==> src/rtl/control_sequencer.sv <==
// control_sequencer: three-state instruction sequencer (IDLE -> EXEC -> WB).
// An accepted instruction word is decoded once and its control/address fields
// are held stable until the next accept. EXEC lasts EXEC_CYCLES cycles and WB
// lasts one cycle; the write, branch and illegal strobes pulse only in WB.
// Optional feature macro: ALU_SHIFT_OPS_EN enables the sll (0x08) and
// srl (0x09) opcodes; without it both opcodes are illegal and alu_shift is 0.
module control_sequencer #(
  parameter int unsigned EXEC_CYCLES = 2
) (
  input  logic        clk,
  input  logic        reset,
  input  logic [31:0] instr,
  input  logic        instr_valid,
  output logic        instr_ready,
  input  logic        alu_zero,
  output logic [2:0]  alu_select,
  output logic        alu_shift,
  output logic        imm_sel,
  output logic        neg_sel,
  output logic [2:0]  read_addr1,
  output logic [2:0]  read_addr2,
  output logic [2:0]  write_addr,
  output logic [7:0]  immediate,
  output logic        reg_write,
  output logic        branch_taken,
  output logic [7:0]  offset,
  output logic        illegal
);

  typedef enum logic [1:0] {IDLE, EXEC, WB} state_t;

  typedef struct packed {
    logic       legal;
    logic [2:0] sel;
    logic       shift;
    logic       imm;
    logic       neg;
    logic       write;
    logic       jump;
    logic       beq;
  } decode_t;

  localparam logic [3:0] CNT_LOAD = 4'(EXEC_CYCLES - 1);

  state_t  state, state_next;
  logic [3:0] cnt, cnt_next;
  logic    accept, enter_wb, exec_done;
  decode_t dec;
  logic    pend_write, pend_jump, pend_beq;

  // instr[15:11] carries no meaning for a 3-bit register address.
  logic unused_bits;
  assign unused_bits = ^instr[15:11];

  assign instr_ready = (state == IDLE);

  // Decode the opcode currently presented on instr.
  // NOTE: every output of a combinational block gets a default first, so no
  // path leaves a value unassigned and no latch is inferred.
  always_comb begin
    dec = '0;
    case (instr[31:24])
      8'h00: begin dec.legal = 1'b1; dec.imm = 1'b1; dec.write = 1'b1; end
      8'h01: begin dec.legal = 1'b1; dec.write = 1'b1; end
      8'h02: begin dec.legal = 1'b1; dec.sel = 3'b001; dec.write = 1'b1; end
      8'h03: begin dec.legal = 1'b1; dec.sel = 3'b001; dec.neg = 1'b1; dec.write = 1'b1; end
      8'h04: begin dec.legal = 1'b1; dec.sel = 3'b010; dec.write = 1'b1; end
      8'h05: begin dec.legal = 1'b1; dec.sel = 3'b011; dec.write = 1'b1; end
      8'h06: begin dec.legal = 1'b1; dec.jump = 1'b1; end
      8'h07: begin dec.legal = 1'b1; dec.sel = 3'b001; dec.neg = 1'b1; dec.beq = 1'b1; end
`ifdef ALU_SHIFT_OPS_EN
      8'h08: begin dec.legal = 1'b1; dec.sel = 3'b100; dec.imm = 1'b1; dec.write = 1'b1; end
      8'h09: begin
        dec.legal = 1'b1; dec.sel = 3'b100; dec.shift = 1'b1; dec.imm = 1'b1; dec.write = 1'b1;
      end
`else
      8'h08, 8'h09: dec = '0;
`endif
      default: dec = '0;
    endcase
  end

  // Next-state logic: accept in IDLE, count down in EXEC, single-cycle WB.
  always_comb begin
    state_next = state;
    cnt_next   = cnt;
    accept     = 1'b0;
    enter_wb   = 1'b0;
    exec_done  = 1'b0;
    case (state)
      IDLE: begin
        if (instr_valid) begin
          accept = 1'b1;
          if (dec.legal) begin
            state_next = EXEC;
            cnt_next   = CNT_LOAD;
          end else begin
            state_next = WB;
            enter_wb   = 1'b1;
          end
        end
      end
      EXEC: begin
        if (cnt == 4'd0) begin
          state_next = WB;
          enter_wb   = 1'b1;
          exec_done  = 1'b1;
        end else begin
          cnt_next = cnt - 4'd1;
        end
      end
      WB:      state_next = IDLE;
      default: state_next = IDLE;
    endcase
  end

  // State and EXEC down-counter registers.
  // NOTE: sequential state uses non-blocking assignments so every register
  // samples pre-edge values regardless of statement order.
  always_ff @(posedge clk) begin
    if (reset) begin
      state <= IDLE;
      cnt   <= 4'd0;
    end else begin
      state <= state_next;
      cnt   <= cnt_next;
    end
  end

  // Capture decoded controls and instruction fields at accept; hold otherwise.
  always_ff @(posedge clk) begin
    if (reset) begin
      alu_select <= 3'b000;
      alu_shift  <= 1'b0;
      imm_sel    <= 1'b0;
      neg_sel    <= 1'b0;
      read_addr1 <= 3'd0;
      read_addr2 <= 3'd0;
      write_addr <= 3'd0;
      immediate  <= 8'd0;
      offset     <= 8'd0;
      pend_write <= 1'b0;
      pend_jump  <= 1'b0;
      pend_beq   <= 1'b0;
    end else if (accept) begin
      alu_select <= dec.sel;
      alu_shift  <= dec.shift;
      imm_sel    <= dec.imm;
      neg_sel    <= dec.neg;
      read_addr1 <= instr[10:8];
      read_addr2 <= instr[2:0];
      write_addr <= instr[18:16];
      immediate  <= instr[7:0];
      offset     <= instr[23:16];
      pend_write <= dec.write;
      pend_jump  <= dec.jump;
      pend_beq   <= dec.beq;
    end
  end

  // WB strobes: set on the edge entering WB, self-clearing one cycle later.
  // beq samples alu_zero on the edge that ends the last EXEC cycle.
  always_ff @(posedge clk) begin
    if (reset) begin
      reg_write    <= 1'b0;
      branch_taken <= 1'b0;
      illegal      <= 1'b0;
    end else begin
      reg_write    <= exec_done & pend_write;
      branch_taken <= exec_done & (pend_jump | (pend_beq & alu_zero));
      illegal      <= enter_wb & ~exec_done;
    end
  end

endmodule

==> config.mk <==
export PLATFORM = sky130hd
export DESIGN_NAME = control_sequencer
export DESIGN_NICKNAME = d
export VERILOG_FILES = /design/src/rtl/control_sequencer.sv
export SDC_FILE = /design/constraint.sdc
export NUM_CORES = 1
export LEC_CHECK = 0
export BUFFER_PORTS_ARGS = -buffer_cell sky130_fd_sc_hd__buf_2
export CAP_MARGIN = 40
export CORE_AREA = 4 4 65 67
export DETAILED_ROUTE_END_ITERATION = 7
export DIE_AREA = 0 0 69 71
export PLACE_DENSITY_LB_ADDON = 0.1
export SYNTH_ARGS = -nofsm -noshare
export SYNTH_HDL_FRONTEND = slang
export SYNTH_SLANG_ARGS = --single-unit
==> constraint.sdc <==
create_clock -name clk -period 1.4 [get_ports clk]
set_input_delay 0.21 -clock clk [delete_from_list [all_inputs] [get_ports clk]]
set_output_delay 0.21 -clock clk [all_outputs]
set_load 0.01 [all_outputs]
==> results of run 1 <==
## state kept, by name, summed over array words and instances, names as in the netlist
signal	count
immediate	6
read_addr2	2
pend_beq	1
state	2
reg_write	1
alu_select	2
cnt	4
read_addr1	3
offset	6
imm_sel	1
branch_taken	1
pend_jump	1
neg_sel	1
write_addr	2
pend_write	1
illegal	1
## Yosys cell counts (all sizes together) (2+ instances only)
library cell  instances
buf                  13
a21oi                27
nor4                  2
nand2                46
nand4                 2
nor2                  9
or3b                  2
nand2b                2
nand3                 3
clkbuf                5
nor3                  5
nand4b                2
dfxtp                35
a22oi                 2
inv                   2
## through the flow
stage	hold slack, ns	setup TNS [ns]	instance area [um^2]	cells
final	0.1668	-0.01298	1983	292
after global routing	0.1650	-0.1335	1983	292
after CTS	0.1580	0	1943	290
after detailed placement	0.4433	-0.4155	1794	279
after global placement	0.4383	-0.2811	1794	279
after floorplan	0.3460	0	1418	172
## worst min path at each step
stage,slack [ns],end,from,cells after the start
final,0.17,offset[2],instr[18],3
after global placement,0.44,pend_write,pend_write,2
after global routing,0.16,read_addr1[1],instr[9],3
after detailed placement,0.44,immediate[4],immediate[4],2
after CTS,0.16,read_addr1[1],instr[9],3
after floorplan,0.35,immediate[3],instr[3],2
## area by class of cell
type	count	share of cell area [%]
Sequential cell	35	35.46
Multi-Input combinational cell	117	32.62
Timing Repair Buffer	82	23.47
Clock buffer	8	5.047
Tap cell	48	3.028
Inverter	2	0.3785
## critical path, stage by stage, from the launching register on
cell and delay (ns):
dfxtp_2 0.33, inv_2 0.08, ha_4 0.15, or3b_4 0.40, nand3_2 0.09, xor2_1 0.17, nor3_1 0.06
## what timing repair did
action	4_1_cts	5_1_grt
setup buffers	3	2
gates resized for setup	8	7
pin swaps	1	4
endpoints found under the setup margin	7	26
## kinds of logic (layout without fill, tap and decap cells)
logic type	after synthesis	after routing	share of synthesized area (%)
simple gates	79	79	27.22
flops	35	35	49.65
compound gates	33	33	12.68
buf+inv	20	92	7.890
fa+ha+maj	1	1	0.8864
other cells	1	2	0.2657
xor+xnor	1	1	0.6207
mux	1	1	0.7978
## routing by layer
metal	global-route usage (%)	up-vias	share of wire, %
met5	0	-	0
met4	3.905	0	0.91
met3	7.102	5	11
met2	23.41	55	46
met1	16.75	623	42
li1	-	705	-
## power by group through the flow
stage	Sequential (mW)	Clock, mW	Combinational [mW]
floorplan	1.09	0	0.128
global placement	1.07	0	0.247
detailed placement	1.07	0	0.253
CTS	1.05	0.817	0.256
global route	1.06	0.863	0.289
finish	1.05	0.781	0.260
## placed cells by master, fill, tap and decap left out, types with 2 or more instances in the layout
cell      Yosys  layout
buf_2         5      63
nand2_1      46      46
dfxtp_1      35      33
a21oi_1      27      27
buf_4         8      17
nor2_1        8       7
clkbuf_8      0       7
nor3_1        4       4
inv_2         0       2
or3b_4        0       2
nand2b_1      2       2
nand4b_1      2       2
nand3_1       3       2
a22oi_1       2       2
nand4_1       2       2
conb_1        1       2
dfxtp_2       0       2
buf_6         0       2
==> qor.csv, run 1 <==
metric;value;unit
place_ws;-0.1043;ns
p_int;1.599;mW
routabilityCongestion;0.7209;
max_clock_freq;707.7;MHz
routedWlPerCell;11.72;um
crit_path_end;cnt[3];
post-route-period-util;100.9;%
critPathKind;reg -> reg;
rrSetupSlack;-0.01;ns
synth_area_leaders;dfxtp_1 (50%), nand2_1 (12%), a21oi_1 (9.6%), buf_4 (4.3%), nor2_1 (2.1%);
cts_buffer_depth;2;
final_core_util;54.58;%
viasPerCell;4.753;
first_pass_iters;4;
syn_area;1411;um^2
die_w;69;um
power_density;1055;nW/um^2
grt-ovfl-total;0;
start_util;38.84;%
maxSlewHeadroom;57.99;%
grt_pass1_vias;1299;
ctsHtreeMaxLevel;2;
ys_seq_area_share;49.65;%
syn_to_final_growth;40.51;%
p_total;2.091;mW
yosys_warnings;0;
clk_pin_slew_worst_paths;0.07;ns
drtIter0Drc;47;
core-area;3633;um^2
wl;3421;um
rows;22;
comb_power_share;12.4;%
power.switching;0.4925;mW
route.detailed.drc;0;
synth_cell_types;33;
synth_top_cell_by_area;dfxtp_1;
root_buffer;clkbuf_8;
io_pins;71;
regToRegEndpoint;cnt[3];
hpwl;2465;um
cts_buffers;5;
syn_avg_cell_area;8.254;um^2
rsz0062_at_grt;true;
netSwitchingFraction;23.55;%
regArea;703.2;um^2
io_buffers;63;
cts_tree;built;
antenna_found_initial;0;
peakVddDrop;0.0005659;V
die_h;71;um
grt_max_degree;36;
syn_inst;171;
maxCapViolations;0;
yosys.area.top_type_share;49.65;%
crit_start;cnt[0];
n_fill_cell;363;
outcome;complete, but fails checks;
start_kind;flip-flop;
r2r_cells;6;
synth_flop_cell;dfxtp_1;
final_nets;280;
hold_violations;0;
ant_nets;0;
cp.required;1.54;ns
grt_pass1_wl;5706;um
synth.ff_latch_count;35;
drive_gt1_share;43.03;%
cts_hold_buf;0;
routed-via-count;1388;
multi_input_area;646.9;um^2
grt.total_usage;14.35;%
crit_fanout;4;
finalMaxSlewViolations;0;
min_path_type;in -> reg;
dieArea;4899;um^2
end_kind;flip-flop;
clkPwrFrac;37.3;%
setup_violations;1;
diodes;0;
cts_sinks;35;
worstMarginPinSlew;0.6301;ns
reg2reg_from;cnt[0];
worst_slack;-0.01298;ns
violations;setup timing;
cp.arrival;1.55;ns
period_minus_slack;1.413;ns
pwr-share-seq;50.2;%
p_leak;0.9117;nW
async_flop_share;0;%
synth-edff-count;0;
insertion_delay;0.28;ns
fin_skew;0.005578;ns
(Power assumes the default switching activity.)
==> inputs of run 2 (changes only) <==
Settings changed: CTS_CLUSTER_SIZE from default to 20, TNS_END_PERCENT from default to 1.
==> qor.csv, run 2 (synthesis gave the netlist of run 1 again) <==
metric;value;unit
max_clock_freq;708.0;MHz
period_minus_slack;1.412;ns
antenna_found_initial;0;
maxCapViolations;0;
route.detailed.drc;0;
cp.arrival;1.55;ns
io_buffers;63;
diodes;0;
drtIter0Drc;44;
rrSetupSlack;-0.01;ns
drive_gt1_share;43.03;%
die_h;71;um
setup_violations;1;
die_w;69;um
crit_start;cnt[0];
n_fill_cell;366;
rsz0062_at_grt;true;
crit_path_end;cnt[3];
routed-via-count;1392;
cp.required;1.54;ns
syn_to_final_growth;39.98;%
finalMaxSlewViolations;0;
fin_skew;0.005644;ns
r2r_cells;6;
rows;22;
regToRegEndpoint;cnt[3];
crit_fanout;4;
largestRegisters;immediate (6), offset (6), cnt (4);
regArea;703.2;um^2
first_pass_iters;4;
root_buffer;clkbuf_8;
violations;setup timing;
critPathKind;reg -> reg;
grt_pass1_wl;5706;um
cts_buffer_depth;2;
cts_tree;built;
hpwl;2465;um
viasPerCell;4.767;
hold_violations;0;
p_total;2.086;mW
cts_buffers;5;
dieArea;4899;um^2
peakVddDrop;0.0005351;V
final_common_cell;buf_2;
routabilityCongestion;0.7209;
start_util;38.84;%
io_pins;71;
layout.cells.non_filler;292;
reg2reg_from;cnt[0];
ant_nets;0;
min_path_type;in -> reg;
wl;3402;um
dp_cells;279;
routedWlPerCell;11.65;um
outcome;complete, but fails checks;
p_leak;0.9090;nW
power_density;1056;nW/um^2
end_kind;flip-flop;
most-common-layout-cells;buf_2 (63), nand2_1 (46), dfxtp_1 (33);
cts_sinks;35;
grt-ovfl-total;0;
grt.total_usage;14.35;%
insertion_delay;0.28;ns
worstMarginPinSlew;0.6237;ns
grt_max_degree;36;
tns;-0.01238;ns
worst_slack;-0.01238;ns
clk_pin_slew_worst_paths;0.07;ns
start_kind;flip-flop;
ctsHtreeMaxLevel;2;
multi_input_area;646.9;um^2
grt_pass1_vias;1299;
maxSlewHeadroom;58.42;%
final_core_util;54.37;%
post-route-period-util;100.9;%
final_nets;280;
core-area;3633;um^2
run 2: critical path: stages, from the launching register on:
cell     delay (ns)
dfxtp_2        0.33
inv_2          0.08
ha_4           0.15
or3b_4         0.40
nand3_2        0.09
xor2_1         0.17
nor3_1         0.06
run 2: how the worst min path moves through the flow:
stage | cells after the start | from | slack [ns] | endpoint
after floorplan | 2 | instr[3] | 0.35 | immediate[3]
after global routing | 3 | instr[9] | 0.16 | read_addr1[1]
after detailed placement | 2 | immediate[4] | 0.44 | immediate[4]
after CTS | 3 | instr[9] | 0.16 | read_addr1[1]
final | 3 | instr[18] | 0.17 | offset[2]
after global placement | 2 | pend_write | 0.44 | pend_write
run 2: stage by stage:
stage	hold WS [ns]	worst slack, ns	cell area (um^2)
floorplan	0.3460	0.01570	1418
CTS	0.1580	0.01984	1943
detailed placement	0.4433	-0.1043	1794
global route	0.1650	-0.07199	1976
global placement	0.4383	-0.06895	1794
finish	0.1670	-0.01238	1976
run 2: where the power goes:
part	switching (mW)	leakage [nW]	total, mW	internal [mW]
Clock	0.331	0.0515	0.780	0.449
Sequential	0.0172	0.287	1.05	1.03
Combinational	0.142	0.571	0.256	0.114
Total	0.490	0.909	2.09	1.60
run 2: repair_timing:
| item | in CTS | in global routing |
|---|---|---|
| gates resized for setup | 8 | 5 |
| pin swaps | 1 | 4 |
| endpoints found under the hold margin | 0 | 0 |
| buffers inserted | 3 | 2 |
| hold buffers | 0 | 0 |
| endpoints found under the setup margin | 7 | 26 |
run 2: layout make-up:
type                       instances  share of cell area (%)
clock buffer                       8                   5.067
inverter                           2                  0.3800
multi-input combinational        117                   32.74
sequential                        35                   35.59
tap                               48                   3.040
timing repair buffer              82                   23.18
run 2: routing by layer:
| layer | share of wire, % | global-route usage (%) | vias to the layer above |
|---|---|---|---|
| met3 | 11 | 7.102 | 5 |
| met4 | 0.91 | 3.905 | 0 |
| met2 | 47 | 23.41 | 60 |
| li1 | - | - | 704 |
| met1 | 41 | 16.75 | 623 |
| met5 | 0 | 0 | - |
==> inputs of run 3 (changes only) <==
Settings changed: SKIP_LAST_GASP from default to 1.
==> qor.csv, run 3 (synthesis gave the netlist of run 1 again) <==
metric;value;unit
outcome;complete, but fails checks;
violations;setup timing;
routabilityCongestion;0.7209;
min_path_type;in -> reg;
root_buffer;clkbuf_8;
worst-path-buf-inv;1;
post-route-period-util;100.2;%
reg2reg_from;cnt[0];
peakVddDrop;0.0005337;V
most-common-layout-cells;buf_2 (63), nand2_1 (46), dfxtp_1 (33);
critPathMaxStageDelay;0.35;ns
grt.total_usage;14.26;%
setup_violations;1;
max_clock_freq;712.9;MHz
route.detailed.drc;0;
insertion_delay;0.28;ns
largestRegisters;immediate (6), offset (6), cnt (4);
routedWlPerCell;11.57;um
die_w;69;um
first_pass_iters;4;
grt_pass1_wl;5651;um
core-area;3633;um^2
grt_pass1_vias;1293;
start_util;38.84;%
final_common_cell;buf_2;
maxSlewHeadroom;58.01;%
rows;22;
crit_chain;inv_2, ha_4, nor3b_2, nor2_1, or3_1, a21oi_1;
end_kind;flip-flop;
die_h;71;um
r2r_cells;6;
ant_nets;0;
power.switching;0.4887;mW
regArea;703.2;um^2
cts_hold_buf;0;
dieArea;4899;um^2
p_leak;0.9041;nW
cpLargestDelayFamily;simple AND/OR/NAND/NOR gates;
syn_to_final_growth;39.27;%
p_int;1.595;mW
grt_max_degree;36;
hold_violations;0;
drive_gt1_share;42.21;%
clkPwrFrac;37.4;%
maxCapViolations;0;
drtIter0Drc;47;
regToRegEndpoint;cnt[1];
finalMaxSlewViolations;0;
ctsHtreeMaxLevel;2;
cts_sinks;35;
period_minus_slack;1.403;ns
io_buffers;63;
rsz0062_at_grt;true;
n_fill_cell;368;
worstMarginPinSlew;0.6298;ns
routed-via-count;1375;
hpwl;2465;um
diodes;0;
rrSetupSlack;-0.003;ns
critPathKind;reg -> reg;
clk_pin_slew_worst_paths;0.07;ns
viasPerCell;4.709;
fin_skew;0.006137;ns
pwr-share-seq;50.4;%
cp.required;1.60;ns
final_nets;280;
start_kind;flip-flop;
netSwitchingFraction;23.45;%
wl;3377;um
cts_buffers;5;
crit_fanout;4;
cts_buffer_depth;2;
cp.arrival;1.60;ns
crit_path_end;cnt[1];
grt-ovfl-total;0;
whs;0.1681;ns
cts_tree;built;
critPathSlowestCell;or3_1;
comb_power_share;12.2;%
cp.depth;6;
final_core_util;54.10;%
power_density;1060;nW/um^2
crit_start;cnt[0];
multi_input_area;636.9;um^2
io_pins;71;
worst_slack;-0.002677;ns
antenna_found_initial;0;
run 3: changes by cell type in the layout (fill, tap and decap cells not counted):
cell	before	now
and2_1	0	1
and2_2	1	0
nor2_1	7	8
nor2_2	1	0
nor3b_2	0	1
nor3b_4	1	0
run 3: area by class of cell:
type | instances | area share, %
sequential | 35 | 35.77
multi-input combinational | 117 | 32.40
timing repair buffer | 82 | 23.30
clock buffer | 8 | 5.092
tap | 48 | 3.055
inverter | 2 | 0.3819
run 3: what timing repair did:
item,in CTS,in global routing
setup endpoints to repair,7,27
gates resized for setup,7,3
cloned,0,0
setup buffers,3,2
pin swaps,1,2
run 3: per-stage QoR:
step	power (mW)	TNS (ns)	setup WS [ns]	instance area, um^2	cells
CTS	2.123	-0.02776	-0.01961	1933	290
global placement	1.318	-0.2811	-0.06895	1794	279
global route	2.203	-0.4268	-0.08334	1966	292
floorplan	1.219	0	0.01570	1418	172
detailed placement	1.326	-0.4155	-0.1043	1794	279
finish	2.084	-0.002677	-0.002677	1966	292
run 3: metal layers:
layer	global-route usage, %	vias up	share of wire, %
met4	3.905	0	0.83
met3	7.102	4	11
li1	-	704	-
met2	23.09	55	47
met1	16.75	612	42
met5	0	-	0
run 3: how the worst min path moves through the flow:
stage                            start       endpoint  cells past startpoint
after global routing          instr[9]  read_addr1[1]                      3
after CTS                     instr[9]  read_addr1[1]                      3
after floorplan               instr[3]   immediate[3]                      2
after global placement      pend_write     pend_write                      2
after detailed placement  immediate[4]   immediate[4]                      2
final                        instr[18]      offset[2]                      3
run 3: power by group through the flow:
stage	Combinational [mW]	Clock [mW]	Sequential (mW)
final	0.255	0.779	1.05
after global routing	0.284	0.863	1.06
after CTS	0.256	0.817	1.05
after detailed placement	0.253	0	1.07
after global placement	0.247	0	1.07
after floorplan	0.128	0	1.09
run 3: tightest hold or removal path: cells and delay by family:
kind,cells,cell delay [ns]
buf+inv,1,0.10
simple gates,1,0.04
compound gates,1,0.05
